===== src/rtl/viterbi_pkg.sv =====
// Shared definitions for the K=3, rate-1/2 Viterbi frame sequencer.
//   state_t       controller states
//   NUM_STATES    trellis states (2**(K-1))
//   K             constraint length
//   prev_state()  trellis predecessor of state s given its decision bit
package viterbi_pkg;

    localparam int unsigned K          = 3;
    localparam int unsigned NUM_STATES = 4;

    typedef enum logic [2:0] {
        IDLE,
        ACS,
        STORE,
        TB_RD,
        TB_STEP
    } state_t;

    // Shift the decision bit in as the new LSB; the old LSB becomes the MSB.
    function automatic logic [K-2:0] prev_state(input logic [K-2:0] s, input logic dec);
        return {s[0], dec};
    endfunction

endpackage


===== src/rtl/viterbi_ctrl_if.sv =====
// Bus bundle between the Viterbi sequencer and its surroundings.
//   symbol in : sym_valid, sym_ready, sym, sym_q
//   datapath  : acs_en, pm_msb, pm_sub, best
//   survivor  : sm_we, sm_re, sm_addr, sm_rdata
//   bit out   : out_valid, out_ready, out_bit, out_last
// Modports: master = sequencer, slave = environment.
interface viterbi_ctrl_if #(
    parameter int unsigned ADDR_W = 4
);
    import viterbi_pkg::*;

    logic                  sym_valid;
    logic                  sym_ready;
    logic [1:0]            sym;
    logic [1:0]            sym_q;
    logic                  acs_en;
    logic [NUM_STATES-1:0] pm_msb;
    logic                  pm_sub;
    logic [K-2:0]          best;
    logic                  sm_we;
    logic                  sm_re;
    logic [ADDR_W-1:0]     sm_addr;
    logic [NUM_STATES-1:0] sm_rdata;
    logic                  out_valid;
    logic                  out_ready;
    logic                  out_bit;
    logic                  out_last;

    modport master (
        input  sym_valid, sym, pm_msb, best, sm_rdata, out_ready,
        output sym_ready, sym_q, acs_en, pm_sub, sm_we, sm_re, sm_addr,
               out_valid, out_bit, out_last
    );

    modport slave (
        output sym_valid, sym, pm_msb, best, sm_rdata, out_ready,
        input  sym_ready, sym_q, acs_en, pm_sub, sm_we, sm_re, sm_addr,
               out_valid, out_bit, out_last
    );

endinterface


===== src/rtl/viterbi_tb_step.sv =====
// One traceback step (combinational).
//   tb_state      current traceback state
//   sm_rdata      survivor decision bits for all states at this time step
//   tb_state_nxt  predecessor state
//   out_bit       decoded bit carried by the current state (its MSB)
module viterbi_tb_step
    import viterbi_pkg::*;
(
    input  logic [K-2:0]          tb_state,
    input  logic [NUM_STATES-1:0] sm_rdata,
    output logic [K-2:0]          tb_state_nxt,
    output logic                  out_bit
);

    always_comb begin
        out_bit      = tb_state[K-2];
        tb_state_nxt = prev_state(tb_state, sm_rdata[tb_state]);
    end

endmodule


===== src/rtl/viterbi_ctrl.sv =====
// Frame sequencer for the K=3, rate-1/2 Viterbi decoder.
//   clk, rst_n  clock, synchronous active-low reset
//   bus         viterbi_ctrl_if.master: symbol handshake, ACS/normalization
//               strobes, survivor memory port, decoded-bit stream
// Accepts one symbol per 3 cycles, stores decisions, and after FRAME_LEN
// symbols traces back from the best state, emitting bits in reverse order.
// Optional: VITERBI_NORM_EN enables the pm_sub normalization strobe.
module viterbi_ctrl
    import viterbi_pkg::*;
#(
    parameter int unsigned ADDR_W = 4,
    parameter int unsigned PM_W   = 4
) (
    input  logic           clk,
    input  logic           rst_n,
    viterbi_ctrl_if.master bus
);

    localparam logic [ADDR_W-1:0] LAST_ADDR = '1;

    state_t            state_q, state_d;
    logic [ADDR_W-1:0] wr_ptr_q, wr_ptr_d;
    logic [ADDR_W-1:0] rd_ptr_q, rd_ptr_d;
    logic [K-2:0]      tb_state_q, tb_state_d;
    logic [1:0]        sym_lat_q, sym_lat_d;

    logic              sym_ready, acs_en, pm_sub, sm_we, sm_re;
    logic              out_valid, out_bit, out_last;
    logic [ADDR_W-1:0] sm_addr;
    logic [K-2:0]      tb_nxt;
    logic              tb_bit;

    // Metric width only matters to the datapath; pm_msb is dead without normalization.
    logic unused_cfg;
    assign unused_cfg = ^{bus.pm_msb, PM_W[0]};

    viterbi_tb_step u_tb_step (
        .tb_state     (tb_state_q),
        .sm_rdata     (bus.sm_rdata),
        .tb_state_nxt (tb_nxt),
        .out_bit      (tb_bit)
    );

    always_ff @(posedge clk) begin
        if (!rst_n) begin
            state_q    <= IDLE;
            wr_ptr_q   <= '0;
            rd_ptr_q   <= '0;
            tb_state_q <= '0;
            sym_lat_q  <= '0;
        end else begin
            state_q    <= state_d;
            wr_ptr_q   <= wr_ptr_d;
            rd_ptr_q   <= rd_ptr_d;
            tb_state_q <= tb_state_d;
            sym_lat_q  <= sym_lat_d;
        end
    end

    always_comb begin
        state_d    = state_q;
        wr_ptr_d   = wr_ptr_q;
        rd_ptr_d   = rd_ptr_q;
        tb_state_d = tb_state_q;
        sym_lat_d  = sym_lat_q;
        sym_ready  = 1'b0;
        acs_en     = 1'b0;
        pm_sub     = 1'b0;
        sm_we      = 1'b0;
        sm_re      = 1'b0;
        sm_addr    = '0;
        out_valid  = 1'b0;
        out_bit    = 1'b0;
        out_last   = 1'b0;

        case (state_q)
            IDLE: begin
                sym_ready = 1'b1;
                if (bus.sym_valid) begin
                    sym_lat_d = bus.sym;
                    state_d   = ACS;
                end
            end
            ACS: begin
                acs_en  = 1'b1;
                state_d = STORE;
            end
            STORE: begin
                sm_we   = 1'b1;
                sm_addr = wr_ptr_q;
`ifdef VITERBI_NORM_EN
                pm_sub  = (bus.pm_msb == 4'b1111);
`else
                pm_sub  = 1'b0;
`endif
                if (wr_ptr_q == LAST_ADDR) begin
                    tb_state_d = bus.best;
                    rd_ptr_d   = LAST_ADDR;
                    state_d    = TB_RD;
                end else begin
                    wr_ptr_d = wr_ptr_q + 1'b1;
                    state_d  = IDLE;
                end
            end
            TB_RD: begin
                sm_re   = 1'b1;
                sm_addr = rd_ptr_q;
                state_d = TB_STEP;
            end
            TB_STEP: begin
                // sm_rdata is held by the memory while sm_re is low, so a stall needs no re-read.
                out_valid = 1'b1;
                out_bit   = tb_bit;
                out_last  = (rd_ptr_q == '0);
                if (bus.out_ready) begin
                    tb_state_d = tb_nxt;
                    if (rd_ptr_q == '0) begin
                        wr_ptr_d = '0;
                        state_d  = IDLE;
                    end else begin
                        rd_ptr_d = rd_ptr_q - 1'b1;
                        state_d  = TB_RD;
                    end
                end
            end
            default: state_d = IDLE;
        endcase
    end

    // Every output is forced low while reset is held, even before the reset edge.
    assign bus.sym_ready = sym_ready & rst_n;
    assign bus.sym_q     = rst_n ? sym_lat_q : '0;
    assign bus.acs_en    = acs_en & rst_n;
    assign bus.pm_sub    = pm_sub & rst_n;
    assign bus.sm_we     = sm_we & rst_n;
    assign bus.sm_re     = sm_re & rst_n;
    assign bus.sm_addr   = rst_n ? sm_addr : '0;
    assign bus.out_valid = out_valid & rst_n;
    assign bus.out_bit   = out_bit & rst_n;
    assign bus.out_last  = out_last & rst_n;

endmodule


===== src/flat_wrapper.sv =====
// flat-port wrapper written by rule: the top's interface ports become plain ports
module viterbi_ctrl_flat import viterbi_pkg::*;
#(
    parameter int unsigned ADDR_W = 4,
    parameter int unsigned PM_W   = 4
)
  (clk, rst_n, bus_sym_valid, bus_sym, bus_pm_msb, bus_best, bus_sm_rdata, bus_out_ready, bus_sym_ready, bus_sym_q, bus_acs_en, bus_pm_sub, bus_sm_we, bus_sm_re, bus_sm_addr, bus_out_valid, bus_out_bit, bus_out_last);
  viterbi_ctrl_if #(.ADDR_W(ADDR_W)) bus_i ();
  input  logic clk;
  input  logic rst_n;
  input wire logic [$bits(bus_i.sym_valid)-1:0] bus_sym_valid;
  input wire logic [$bits(bus_i.sym)-1:0] bus_sym;
  input wire logic [$bits(bus_i.pm_msb)-1:0] bus_pm_msb;
  input wire logic [$bits(bus_i.best)-1:0] bus_best;
  input wire logic [$bits(bus_i.sm_rdata)-1:0] bus_sm_rdata;
  input wire logic [$bits(bus_i.out_ready)-1:0] bus_out_ready;
  output wire logic [$bits(bus_i.sym_ready)-1:0] bus_sym_ready;
  output wire logic [$bits(bus_i.sym_q)-1:0] bus_sym_q;
  output wire logic [$bits(bus_i.acs_en)-1:0] bus_acs_en;
  output wire logic [$bits(bus_i.pm_sub)-1:0] bus_pm_sub;
  output wire logic [$bits(bus_i.sm_we)-1:0] bus_sm_we;
  output wire logic [$bits(bus_i.sm_re)-1:0] bus_sm_re;
  output wire logic [$bits(bus_i.sm_addr)-1:0] bus_sm_addr;
  output wire logic [$bits(bus_i.out_valid)-1:0] bus_out_valid;
  output wire logic [$bits(bus_i.out_bit)-1:0] bus_out_bit;
  output wire logic [$bits(bus_i.out_last)-1:0] bus_out_last;
  assign bus_i.sym_valid = bus_sym_valid;
  assign bus_i.sym = bus_sym;
  assign bus_i.pm_msb = bus_pm_msb;
  assign bus_i.best = bus_best;
  assign bus_i.sm_rdata = bus_sm_rdata;
  assign bus_i.out_ready = bus_out_ready;
  assign bus_sym_ready = bus_i.sym_ready;
  assign bus_sym_q = bus_i.sym_q;
  assign bus_acs_en = bus_i.acs_en;
  assign bus_pm_sub = bus_i.pm_sub;
  assign bus_sm_we = bus_i.sm_we;
  assign bus_sm_re = bus_i.sm_re;
  assign bus_sm_addr = bus_i.sm_addr;
  assign bus_out_valid = bus_i.out_valid;
  assign bus_out_bit = bus_i.out_bit;
  assign bus_out_last = bus_i.out_last;
  viterbi_ctrl #(.ADDR_W(ADDR_W), .PM_W(PM_W)) u_core (.clk(clk), .rst_n(rst_n), .bus(bus_i));
endmodule

===== config.mk =====
export PLATFORM = sky130hd
export DESIGN_NAME = viterbi_ctrl_flat
export DESIGN_NICKNAME = d
export VERILOG_FILES = /design/src/rtl/viterbi_pkg.sv /design/src/rtl/viterbi_ctrl_if.sv /design/src/rtl/viterbi_tb_step.sv /design/src/rtl/viterbi_ctrl.sv /design/src/flat_wrapper.sv
export SDC_FILE = /design/constraint.sdc
export NUM_CORES = 1
export LEC_CHECK = 0
export ABC_AREA = 1
export ABC_CLOCK_PERIOD_IN_PS = 2900
export CAP_MARGIN = 20
export CORE_MARGIN = 3
export CORE_UTILIZATION = 49
export CTS_CLUSTER_DIAMETER = 40
export DETAILED_ROUTE_END_ITERATION = 7
export PLACE_DENSITY_LB_ADDON = 0.1
export SLEW_MARGIN = 10
export SYNTH_ARGS = -nofsm -noshare
export SYNTH_HDL_FRONTEND = slang
export SYNTH_SLANG_ARGS = --single-unit

===== constraint.sdc =====
create_clock -name clk -period 2.9 [get_ports clk]
set_clock_uncertainty 0.15 [all_clocks]
set_input_delay 0.87 -clock clk [delete_from_list [all_inputs] [get_ports clk]]
set_output_delay 0.87 -clock clk [all_outputs]
set_load 0.02 [all_outputs]

==> flow_summary.toml, run 1 <==
[sta]
rsz0062_at_grt = "false"
drv_slew = 0
min_period_ns = 2.68
hold_violations = 0
setup_violations = 0
setup_tns_ns = 0
fin_crit_sh_pct = 92.6
hold_slack_ns = 0.319
fmax_ghz = 0.372

[cts]
cts_made_buffers = 3
clock_latency_ns = 0.29
tritoncts = "yes"
cts-hold-fix-buffers = 0
clkSinkCount = 15
cts_max_level = 1
clkTransAtPathRegs_ns = 0.10
root_buffer = "clkbuf_4"
cts_buffer_depth = 2

[yosys]
syn_inst = 162
ys_top_cells_by_area = "dfxtp_1 30%, nor2_1 14%, nand2_1 13%"
ys_seq_elements = 15
synthesis.area_per_instance_um2 = 6.09
synth_nets = 180
yosysTopAreaCell = "dfxtp_1"
yosysWarnings = 0
synth_area_um2 = 987
synthDistinctLibCells = 26
seq_area_frac_synth_pct = 30.4
synth_top_area_share_pct = 30.4

[hold_path]
hp-class = "reg -> reg"

[placed_design]
place_congestion = 0.870
place_inst = 216
place.port_buffers = 24
dp_hpwl_um = 2060

[critical_path]
required_ns = 1.88
end_kind = "primary output"
cpPeakStageDelay_ns = 0.33
r2r_start = "u_core.rd_ptr_q[0]"
rr_worst_depth = 9
cp-startpoint = "u_core.rd_ptr_q[0]"
r2r_setup_slack_ns = 1.28
critPathCapture = "bus_out_last"
path_class = "reg -> out"
start_kind = "flop"
crit_chain = "inv_1 > ha_1 > nand2_1 > nor2_1 > nand2_2 > nor2_1 > clkdlybuf4s15_2"
crit_path_max_fanout = 4
worstPathArrival_ns = 1.66
crit_path_frequent_cell = "nor2_1"
slowest_stage = "dfxtp_1"
r2r-end = "u_core.rd_ptr_q[3]"

[die]
die_h_um = 50.9
initial_core_util_pct = 54.2
rows = 15
io_pins = 30
coreArea_um2 = 1820
die-area_um2 = 2590
die_w_um = 50.9

[power_and_ir_drop]
p_leak_nw = 0.620
power_density_nw_per_um2 = 372
ir_drop_uv = 302
p_total_mw = 0.495

[layout]
fin_nets = 214
area_delta_synth_final_pct = 34.7
layout-drive-gt1-share_pct = 16.4
final_common_cell = "nor2_1"
fin_util_pct = 73.1
layout_common_cells = "37 x nor2_1, 35 x nand2_1, 19 x inv_1"
final_cells = 220
diodes = 0

[drt]
drtPass1Iterations = 4
drt_wl_total_um = 2590
viasPerCell = 5.08
drt_iter0_drc = 34
wl_per_cell_um = 11.8
drcViolationCount = 0
vias = 1117
ant_nets = 0

[global_routing]
overflow = 0
grt_max_degree = 10
grt_pass1_vias = 1011
grt_pass1_wl_um = 4310
grt_util_all_layers_pct = 21.8
antenna_found_initial = 0

[flow_run]
max_cap_viol_count = 0

[status]
status = "finished clean"
[sequential cells by signal, summed over array words and instances (netlist names)]
signal,cells
u_core.wr_ptr_q,4
u_core.rd_ptr_q,4
u_core.state_q,3
u_core.tb_state_q,2
u_core.sym_lat_q,2
[final cells by class]
class,instances,area [um^2]
repair buffers,32,300
fillers,160,490
well taps,25,31.3
multi-input cells,124,596
inverters,20,75.1
flip-flops and latches,15,300
clock inverters,1,5.00
clock buffers,3,22.5
[synth_stat cells]
cell type,count
o21bai_1,1
nand4_1,1
clkbuf_1,1
o21ai_0,6
nor4_1,1
nor2_4,3
nor3_1,4
ha_1,2
a211oi_1,1
o21ai_1,1
nand2_4,1
xnor2_1,1
a21oi_1,4
inv_1,19
dfxtp_1,15
nor2_1,37
o22ai_1,3
buf_4,1
nand3_1,14
nand2_1,35
conb_1,1
inv_2,1
nor2_2,2
buf_2,1
nand3b_1,1
nand2_2,5
[through the flow]
step                      worst slack (ns)  instance area (um^2)
after floorplan                      0.161                   987
after global placement              -0.530                  1300
after detailed placement            -0.570                  1300
after CTS                           0.0426                  1330
after global routing                0.0763                  1330
final                                0.215                  1330
[cell families after synthesis]
logic type                 after synthesis  share of synthesized area, %
adders and majority gates                2                          2.53
other                                    1                         0.380
DFF                                     15                          30.4
and+or+nand+nor                        104                          47.5
buffers and inverters                   23                          9.25
xor gates and xnor gates                 1                         0.887
AOI/OAI and AO/OA                       16                          9.00
[metal layers]
metal  share of wire [%]  vias up  GRT usage (%)
met1                  44      498           26.5
li1                    -      576              -
met2                  49       36           37.0
met4                 2.1        0           11.7
met3                 5.0        7           2.92
met5                   0        -              0
[timing repair]
| item | 4_1_cts | 5_1_grt |
|---|---|---|
| resized for setup | 31 | 4 |
| endpoints found under the setup margin | 13 | 9 |
| buffers inserted | 0 | 0 |
[critical path, delay by kind of cell, from the launching register on]
kind,cells,cell delay [ns]
adder cells (fa/ha/maj),1,0.21
buffers and inverters,2,0.39
flip-flops,1,0.33
AND/OR/NAND/NOR,4,0.44
[power by group]
part / internal (mW) / total [mW] / switching [mW]
Sequential: 0.220 / 0.234 / 0.0139
Combinational: 0.0580 / 0.136 / 0.0784
Clock: 0.0513 / 0.124 / 0.0725
Total: 0.330 / 0.495 / 0.165
[worst min path at each step]
stage          cells past startpoint  slack, ns                start                  end
6_report                           2       0.32  u_core.sym_lat_q[0]  u_core.sym_lat_q[0]
3_3_place_gp                       2       0.31  u_core.sym_lat_q[0]  u_core.sym_lat_q[0]
5_1_grt                            2       0.36  u_core.sym_lat_q[0]  u_core.sym_lat_q[0]
2_1_floorplan                      2       0.29  u_core.sym_lat_q[0]  u_core.sym_lat_q[0]
4_1_cts                            2       0.32  u_core.sym_lat_q[0]  u_core.sym_lat_q[0]
3_5_place_dp                       2       0.30  u_core.sym_lat_q[0]  u_core.sym_lat_q[0]
No activity file was read; power rests on OpenSTA's default activity.
==> run 2: changes to the inputs <==
- ABC_CLOCK_PERIOD_IN_PS: 2900 -> not set
- SKIP_LAST_GASP: not set -> 1
==> results of run 2 <==
The final DEF is identical to that of run 1; final timing and power are the same.
